### src/rtl/mem_bank_pkg.sv
// Shared defaults for the mem_bank arbiter slice and an index-width helper.
package mem_bank_pkg;

    localparam int unsigned DefAddrWidth = 8;
    localparam int unsigned DefDataSize  = 2;
    localparam int unsigned DefNumReq    = 2;

    // Width of a requester index; never zero so single-bit ports stay legal.
    function automatic int unsigned idx_width(input int unsigned n);
        return (n > 1) ? $clog2(n) : 1;
    endfunction

endpackage

### src/rtl/rr_arbiter.sv
// Round-robin picker: first asserted request at or after ptr_i, wrapping.
// Pure combinational; the caller owns the pointer register.
module rr_arbiter
    import mem_bank_pkg::*;
#(
    parameter  int unsigned NumReq = DefNumReq,
    localparam int unsigned IdxW   = idx_width(NumReq)
) (
    input  logic [NumReq-1:0] req_i,
    input  logic [IdxW-1:0]   ptr_i,
    output logic [NumReq-1:0] gnt_o,
    output logic [IdxW-1:0]   idx_o
);

    logic [NumReq-1:0] upper;
    logic [NumReq-1:0] sel;

    // Requests at or above the pointer win first; otherwise wrap to the bottom.
    for (genvar gi = 0; gi < NumReq; gi++) begin : g_upper
        assign upper[gi] = req_i[gi] & (IdxW'(gi) >= ptr_i);
    end

    assign sel = (|upper) ? upper : req_i;

    always_comb begin
        idx_o = '0;
        for (int i = int'(NumReq) - 1; i >= 0; i--) begin
            if (sel[i]) begin
                idx_o = IdxW'(i);
            end
        end
    end

    for (genvar gi = 0; gi < NumReq; gi++) begin : g_gnt
        assign gnt_o[gi] = sel[gi] & (idx_o == IdxW'(gi));
    end

endmodule

### src/rtl/mem_bank_arbiter.sv
// Round-robin sharing of one single-cycle mem_bank between NumReq requesters.
// Optional owner lock is enabled by defining MEM_BANK_ARBITER_LOCK_EN.
module mem_bank_arbiter
    import mem_bank_pkg::*;
#(
    parameter  int unsigned AddrWidth = DefAddrWidth,
    parameter  int unsigned DataSize  = DefDataSize,
    parameter  int unsigned NumReq    = DefNumReq,
    localparam int unsigned DataBytes = 1 << DataSize,
    localparam int unsigned DataWidth = 8 * DataBytes,
    localparam int unsigned IdxW      = idx_width(NumReq)
) (
    input  logic                           clk_i,
    input  logic                           arst_ni,
    input  logic [NumReq-1:0]              req_valid_i,
    output logic [NumReq-1:0]              req_ready_o,
    input  logic [NumReq*AddrWidth-1:0]    req_addr_i,
    input  logic [NumReq*DataWidth-1:0]    req_wdata_i,
    input  logic [NumReq*DataBytes-1:0]    req_wstrb_i,
`ifdef MEM_BANK_ARBITER_LOCK_EN
    input  logic [NumReq-1:0]              req_lock_i,
`endif
    output logic [NumReq-1:0]              rsp_valid_o,
    output logic [DataWidth-1:0]           rsp_rdata_o,
    output logic                           mem_cs_o,
    output logic [AddrWidth-1:0]           mem_addr_o,
    output logic [DataWidth-1:0]           mem_wdata_o,
    output logic [DataBytes-1:0]           mem_wstrb_o,
    input  logic [DataWidth-1:0]           mem_rdata_i
);

    logic [IdxW-1:0]      ptr_q, ptr_d;
    logic [NumReq-1:0]    rsp_valid_q, rsp_valid_d;
    logic [NumReq-1:0]    eligible;
    logic [NumReq-1:0]    gnt;
    logic [IdxW-1:0]      gnt_idx;
    logic                 xfer;

    logic [AddrWidth-1:0] addr_arr  [NumReq];
    logic [DataWidth-1:0] wdata_arr [NumReq];
    logic [DataBytes-1:0] wstrb_arr [NumReq];

    for (genvar gi = 0; gi < NumReq; gi++) begin : g_unpack
        assign addr_arr[gi]  = req_addr_i[gi*AddrWidth +: AddrWidth];
        assign wdata_arr[gi] = req_wdata_i[gi*DataWidth +: DataWidth];
        assign wstrb_arr[gi] = req_wstrb_i[gi*DataBytes +: DataBytes];
    end

`ifdef MEM_BANK_ARBITER_LOCK_EN
    logic              lock_valid_q, lock_valid_d;
    logic [IdxW-1:0]   lock_owner_q, lock_owner_d;
    logic [NumReq-1:0] owner_mask;

    for (genvar gi = 0; gi < NumReq; gi++) begin : g_owner
        assign owner_mask[gi] = (lock_owner_q == IdxW'(gi));
    end

    assign eligible = lock_valid_q ? (req_valid_i & owner_mask) : req_valid_i;

    // Every transfer re-decides the lock from its own lock bit; while locked
    // only the owner can transfer, so a lock=0 transfer is the release.
    always_comb begin
        lock_valid_d = lock_valid_q;
        lock_owner_d = lock_owner_q;
        if (xfer) begin
            lock_valid_d = req_lock_i[gnt_idx];
            lock_owner_d = gnt_idx;
        end
    end

    always_ff @(posedge clk_i or negedge arst_ni) begin
        if (!arst_ni) begin
            lock_valid_q <= 1'b0;
            lock_owner_q <= '0;
        end else begin
            lock_valid_q <= lock_valid_d;
            lock_owner_q <= lock_owner_d;
        end
    end
`else
    assign eligible = req_valid_i;
`endif

    rr_arbiter #(
        .NumReq (NumReq)
    ) u_rr_arbiter (
        .req_i  (eligible),
        .ptr_i  (ptr_q),
        .gnt_o  (gnt),
        .idx_o  (gnt_idx)
    );

    // Grants are suppressed while reset is held so nothing reaches the bank.
    assign req_ready_o = arst_ni ? gnt : '0;
    assign xfer        = |(req_valid_i & req_ready_o);

    always_comb begin
        mem_cs_o    = xfer;
        mem_addr_o  = '0;
        mem_wdata_o = '0;
        mem_wstrb_o = '0;
        if (xfer) begin
            mem_addr_o  = addr_arr[gnt_idx];
            mem_wdata_o = wdata_arr[gnt_idx];
            mem_wstrb_o = wstrb_arr[gnt_idx];
        end
    end

    always_comb begin
        ptr_d       = ptr_q;
        rsp_valid_d = xfer ? req_ready_o : '0;
        if (xfer) begin
            ptr_d = (gnt_idx == IdxW'(NumReq - 1)) ? '0 : gnt_idx + 1'b1;
        end
    end

    always_ff @(posedge clk_i or negedge arst_ni) begin
        if (!arst_ni) begin
            ptr_q       <= '0;
            rsp_valid_q <= '0;
        end else begin
            ptr_q       <= ptr_d;
            rsp_valid_q <= rsp_valid_d;
        end
    end

    assign rsp_valid_o = rsp_valid_q;
    // The bank returns read data one cycle after cs, aligned with rsp_valid_q.
    assign rsp_rdata_o = mem_rdata_i;

endmodule
### config.mk
export PLATFORM = sky130hd
export DESIGN_NAME = mem_bank_arbiter
export DESIGN_NICKNAME = d
export VERILOG_FILES = /design/src/rtl/mem_bank_pkg.sv /design/src/rtl/rr_arbiter.sv /design/src/rtl/mem_bank_arbiter.sv
export SDC_FILE = /design/constraint.sdc
export NUM_CORES = 1
export LEC_CHECK = 0
export BUFFER_PORTS_ARGS = -buffer_cell sky130_fd_sc_hd__buf_2
export CORE_AREA = 2 2 80 82
export DETAILED_ROUTE_END_ITERATION = 8
export DIE_AREA = 0 0 82 84
export GPL_TIMING_DRIVEN = 0
export PLACE_DENSITY = 0.79
export SLEW_MARGIN = 20
export SYNTH_ARGS = -nofsm -noshare
export SYNTH_HDL_FRONTEND = slang
export SYNTH_SLANG_ARGS = --single-unit
### constraint.sdc
create_clock -name clk_i -period 1.1 [get_ports clk_i]
set_clock_uncertainty 0.15 [all_clocks]
set_input_delay 0.055 -clock clk_i [delete_from_list [all_inputs] [get_ports clk_i]]
set_output_delay 0.055 -clock clk_i [all_outputs]
set_load 0.01 [all_outputs]
==> results summary <==
The placed instance area is 0.00302 mm^2. The transition time at the pin with the least slew margin came out at 504 ps. The element type at the critical path start is a flip-flop. Per report_power, the sequential group accounts for 6.1% of the total.

The via density per instance came out at 4.68. The pin count of the biggest net entering global routing is 11. The final wirelength is 6.17 mm. The final max-slew violation count is 0. CTS placed an instance of sky130_fd_sc_hd__clkbuf_8 at the clock tree root.

The area of the die is 0.00689 mm^2. The sequential cells in the finished layout cover a total of 75.1 um^2. Across the run, the number of max-cap violations was 0. The library cell used most frequently in the layout, excluding fill and tap cells, is sky130_fd_sc_hd__buf_2.

The largest single stage delay on the critical path is 390 ps. The floorplan step defined a core boundary enclosing 0.00610 mm^2. The worst register-to-register path begins at ptr_q$_DFFE_PN0P_. The routed length per placed instance came out at 13.3 um. The mean instance size in the synthesized netlist came out at 7.22 um^2. The HPWL after detailed placement came out at 5.15 mm. The checks that failed: setup timing. The count of H-tree levels built during CTS came out at 1.

The part of the total power dissipated in the clock network is 14.9%. STA puts the critical path data required time at 890 ps. The data arrival time of the critical path came out at 1390 ps. The count of endpoints failing setup in the final report is 49.

The type of the most critical hold path is in2async. After clock tree synthesis, the clock-pin slew on the worst setup and hold paths is 30 ps. The number of register bits inferred by synthesis came out at 3. The cell-internal power came out at 1.22 mW. The area used by multi-input combinational logic is 0.00157 mm^2. The number of buffers on the longest clock path is 2. The clock net in this run drives a total of 3 sinks. The ratio of total power to cell area came out at 666 mW/mm^2. The capture point of the worst reg-to-reg path is rsp_valid_o[0]$_DFF_PN0_. The global-route usage over all layers is 17.4%.

The sum of buffers and inverters on the critical path is 3. The length in cells of the worst reg-to-reg path came out at 5. The number of antenna diodes in the final layout is 0. The relative area change from synthesis to final layout came out at 122%.

The post-detailed-route count of antenna-violating nets is 0. Across the VDD grid, the largest voltage drop is 0.000493 V. By startpoint and endpoint, the worst setup path is classified as reg2out. The distinct cell type count after synthesis came out at 14. Total power for the finished layout comes to 2.16 mW. The floorplan step set the die width to 82 um. The core occupancy in the finished layout came out at 53.3%. The initial utilization of the core area, before any placement, comes to 24.1%.

TritonCTS built the clock tree. The number of fill cells in the layout came out at 557. The setup TNS after final layout came out at -22520 ps. Summed over all layers, the global routing overflow is 0. The register-to-register setup slack is -210 ps. The count of buffers added on input and output ports is 172. The worst slew margin relative to its limit is 66.4%.

Of the synthesized area, sequential elements account for 5.12%. The logic gate share of total power came out at 79.0%. The later pin in the worst-skew pair is clocked with a latency of 220 ps. The count of final hold-check violations came out at 0.

The number of global-route vias before repair is 2187. Setup repair after global routing could not meet its margin everywhere. The routed layout has 2173 vias. The number of rows in the core area came out at 29.

Of the total power, the share spent switching nets is 43.7%. The maximum fanout encountered on the critical timing path came out at 10. STA classifies the critical path endpoint as a primary output. After synthesis the cells add up to 0.00147 mm^2. The net switching power of the design is 0.945 mW.

The gate count of the mapped netlist came out at 203. The signal on the critical path passes through a21bo_1 -> buf_8 -> buf_12 -> o32ai_4 -> buf_2. For this run, the post-layout net count is 512. The final period demand of the worst path is 1600 ps. The post-route cell area came out at 0.00325 mm^2. The first global-routing pass estimated 9.67 mm of wire. The yosys synthesis warning count came out at 0. The fraction of final layout cells with drive strength greater than 1 came out at 73.6%. The part of the cycle the worst path needs came out at 145%. The number of buffers added by the clock tree synthesis step came out at 3. The last weighted congestion value of the routability-driven placer came out at 0.730. In the post-route analysis, the smallest setup slack over all paths is -500 ps. The cell with the largest stage delay on the worst path is sky130_fd_sc_hd__dfrtp_1. For this design the static power due to leakage is 1.51 nW. In the layout the commonest cells are sky130_fd_sc_hd__buf_2, sky130_fd_sc_hd__nand2_1, sky130_fd_sc_hd__o32ai_4. The fmax is 625 MHz. The count of routing violations after the opening detailed-route iteration is 21.

The net count after synthesis came out at 327. The run finished, with violations left. The floorplan step set the die height to 84 um. The number of antenna violations at the first check in global routing came to 0. The count of TritonRoute iterations in the first routing pass came out at 4. In this run the count of I/O pins placed on the die edge is 205. In this design, the largest share of critical-path delay is due to buffers and inverters. The post-route DRC violation count came out at 0.
[timing repair]
action | CTS | global route
hold buffers | 1 | 0
setup buffers | 4 | 3
endpoints found under the hold margin | 3 | 0
pin swaps | 2 | 4
gates resized for setup | 12 | 6
setup endpoints to repair | 50 | 50
[metal layers]
layer	up-vias	share of wire [%]	global-route usage [%]
met5	-	0	0
li1	1065	-	-
met2	116	55	33.3
met1	982	35	18.7
met4	0	1.1	5.30
met3	10	8.3	2.60
[synth_stat cells]
master,instances,area (um^2)
sky130_fd_sc_hd__a21bo_1,1,10.0
sky130_fd_sc_hd__a22o_1,1,8.76
sky130_fd_sc_hd__buf_2,10,50.1
sky130_fd_sc_hd__buf_4,37,278
sky130_fd_sc_hd__buf_6,6,67.6
sky130_fd_sc_hd__clkbuf_1,3,11.3
sky130_fd_sc_hd__dfrtp_1,3,75.1
sky130_fd_sc_hd__inv_1,1,3.75
sky130_fd_sc_hd__inv_2,1,3.75
sky130_fd_sc_hd__nand2_1,89,334
sky130_fd_sc_hd__nor2_1,6,22.5
sky130_fd_sc_hd__nor2b_1,1,6.26
sky130_fd_sc_hd__o32ai_1,16,140
sky130_fd_sc_hd__o32ai_2,28,455
[worst reg2reg max path, delay by kind of cell (launching register included)]
kind / cells / cell delay [ps]
simple gates: 1 / 60
flops: 1 / 390
compound gates: 1 / 200
buf+inv: 3 / 430
[sequential cells by signal, indices dropped and copies added (netlist names)]
name	flops
ptr_q	1
rsp_valid_o	2
[metrics by stage]
| step | hold slack (ps) | setup slack (ps) | instances |
|---|---|---|---|
| 2_1_floorplan | -391 | -72.9 | 203 |
| 3_3_place_gp | -291 | -308 | 452 |
| 3_5_place_dp | -288 | -360 | 452 |
| 4_1_cts | 59.7 | -521 | 461 |
| 5_1_grt | 82.4 | -570 | 464 |
| 6_report | 60.1 | -500 | 464 |
[power by group through the flow]
stage          combinational (mW)  sequential [mW]  clock, mW
3_5_place_dp                 1.61            0.133          0
3_3_place_gp                 1.58            0.132          0
5_1_grt                      1.84            0.133      0.341
4_1_cts                      1.69            0.132      0.331
6_report                     1.71            0.132      0.323
2_1_floorplan                1.15            0.134          0
[worst max path at each step]
stage	startpoint	to	slack, ps	cells past startpoint
2_1_floorplan	ptr_q$_DFFE_PN0P_	mem_addr_o[0]	-70	4
4_1_cts	ptr_q$_DFFE_PN0P_	mem_wstrb_o[0]	-520	5
6_report	ptr_q$_DFFE_PN0P_	mem_addr_o[6]	-500	5
3_3_place_gp	arst_ni	mem_wdata_o[28]	-310	6
5_1_grt	ptr_q$_DFFE_PN0P_	mem_wdata_o[23]	-570	5
3_5_place_dp	arst_ni	mem_wdata_o[18]	-360	6
[final cells by class]
cell class / count / area share [%]
Sequential cell: 3 / 2.31
Timing Repair Buffer: 180 / 29.3
Inverter: 2 / 0.347
Multi-Input combinational cell: 142 / 48.4
Tap cell: 77 / 2.97
Buffer: 56 / 15.3
Clock buffer: 4 / 1.39
[kinds of logic after synthesis]
group / Yosys count / synth area share (%)
simple gates: 96 / 24.7
buf+inv: 58 / 28.2
compound gates: 46 / 41.9
flops: 3 / 5.12
(Power assumes the default switching activity.)
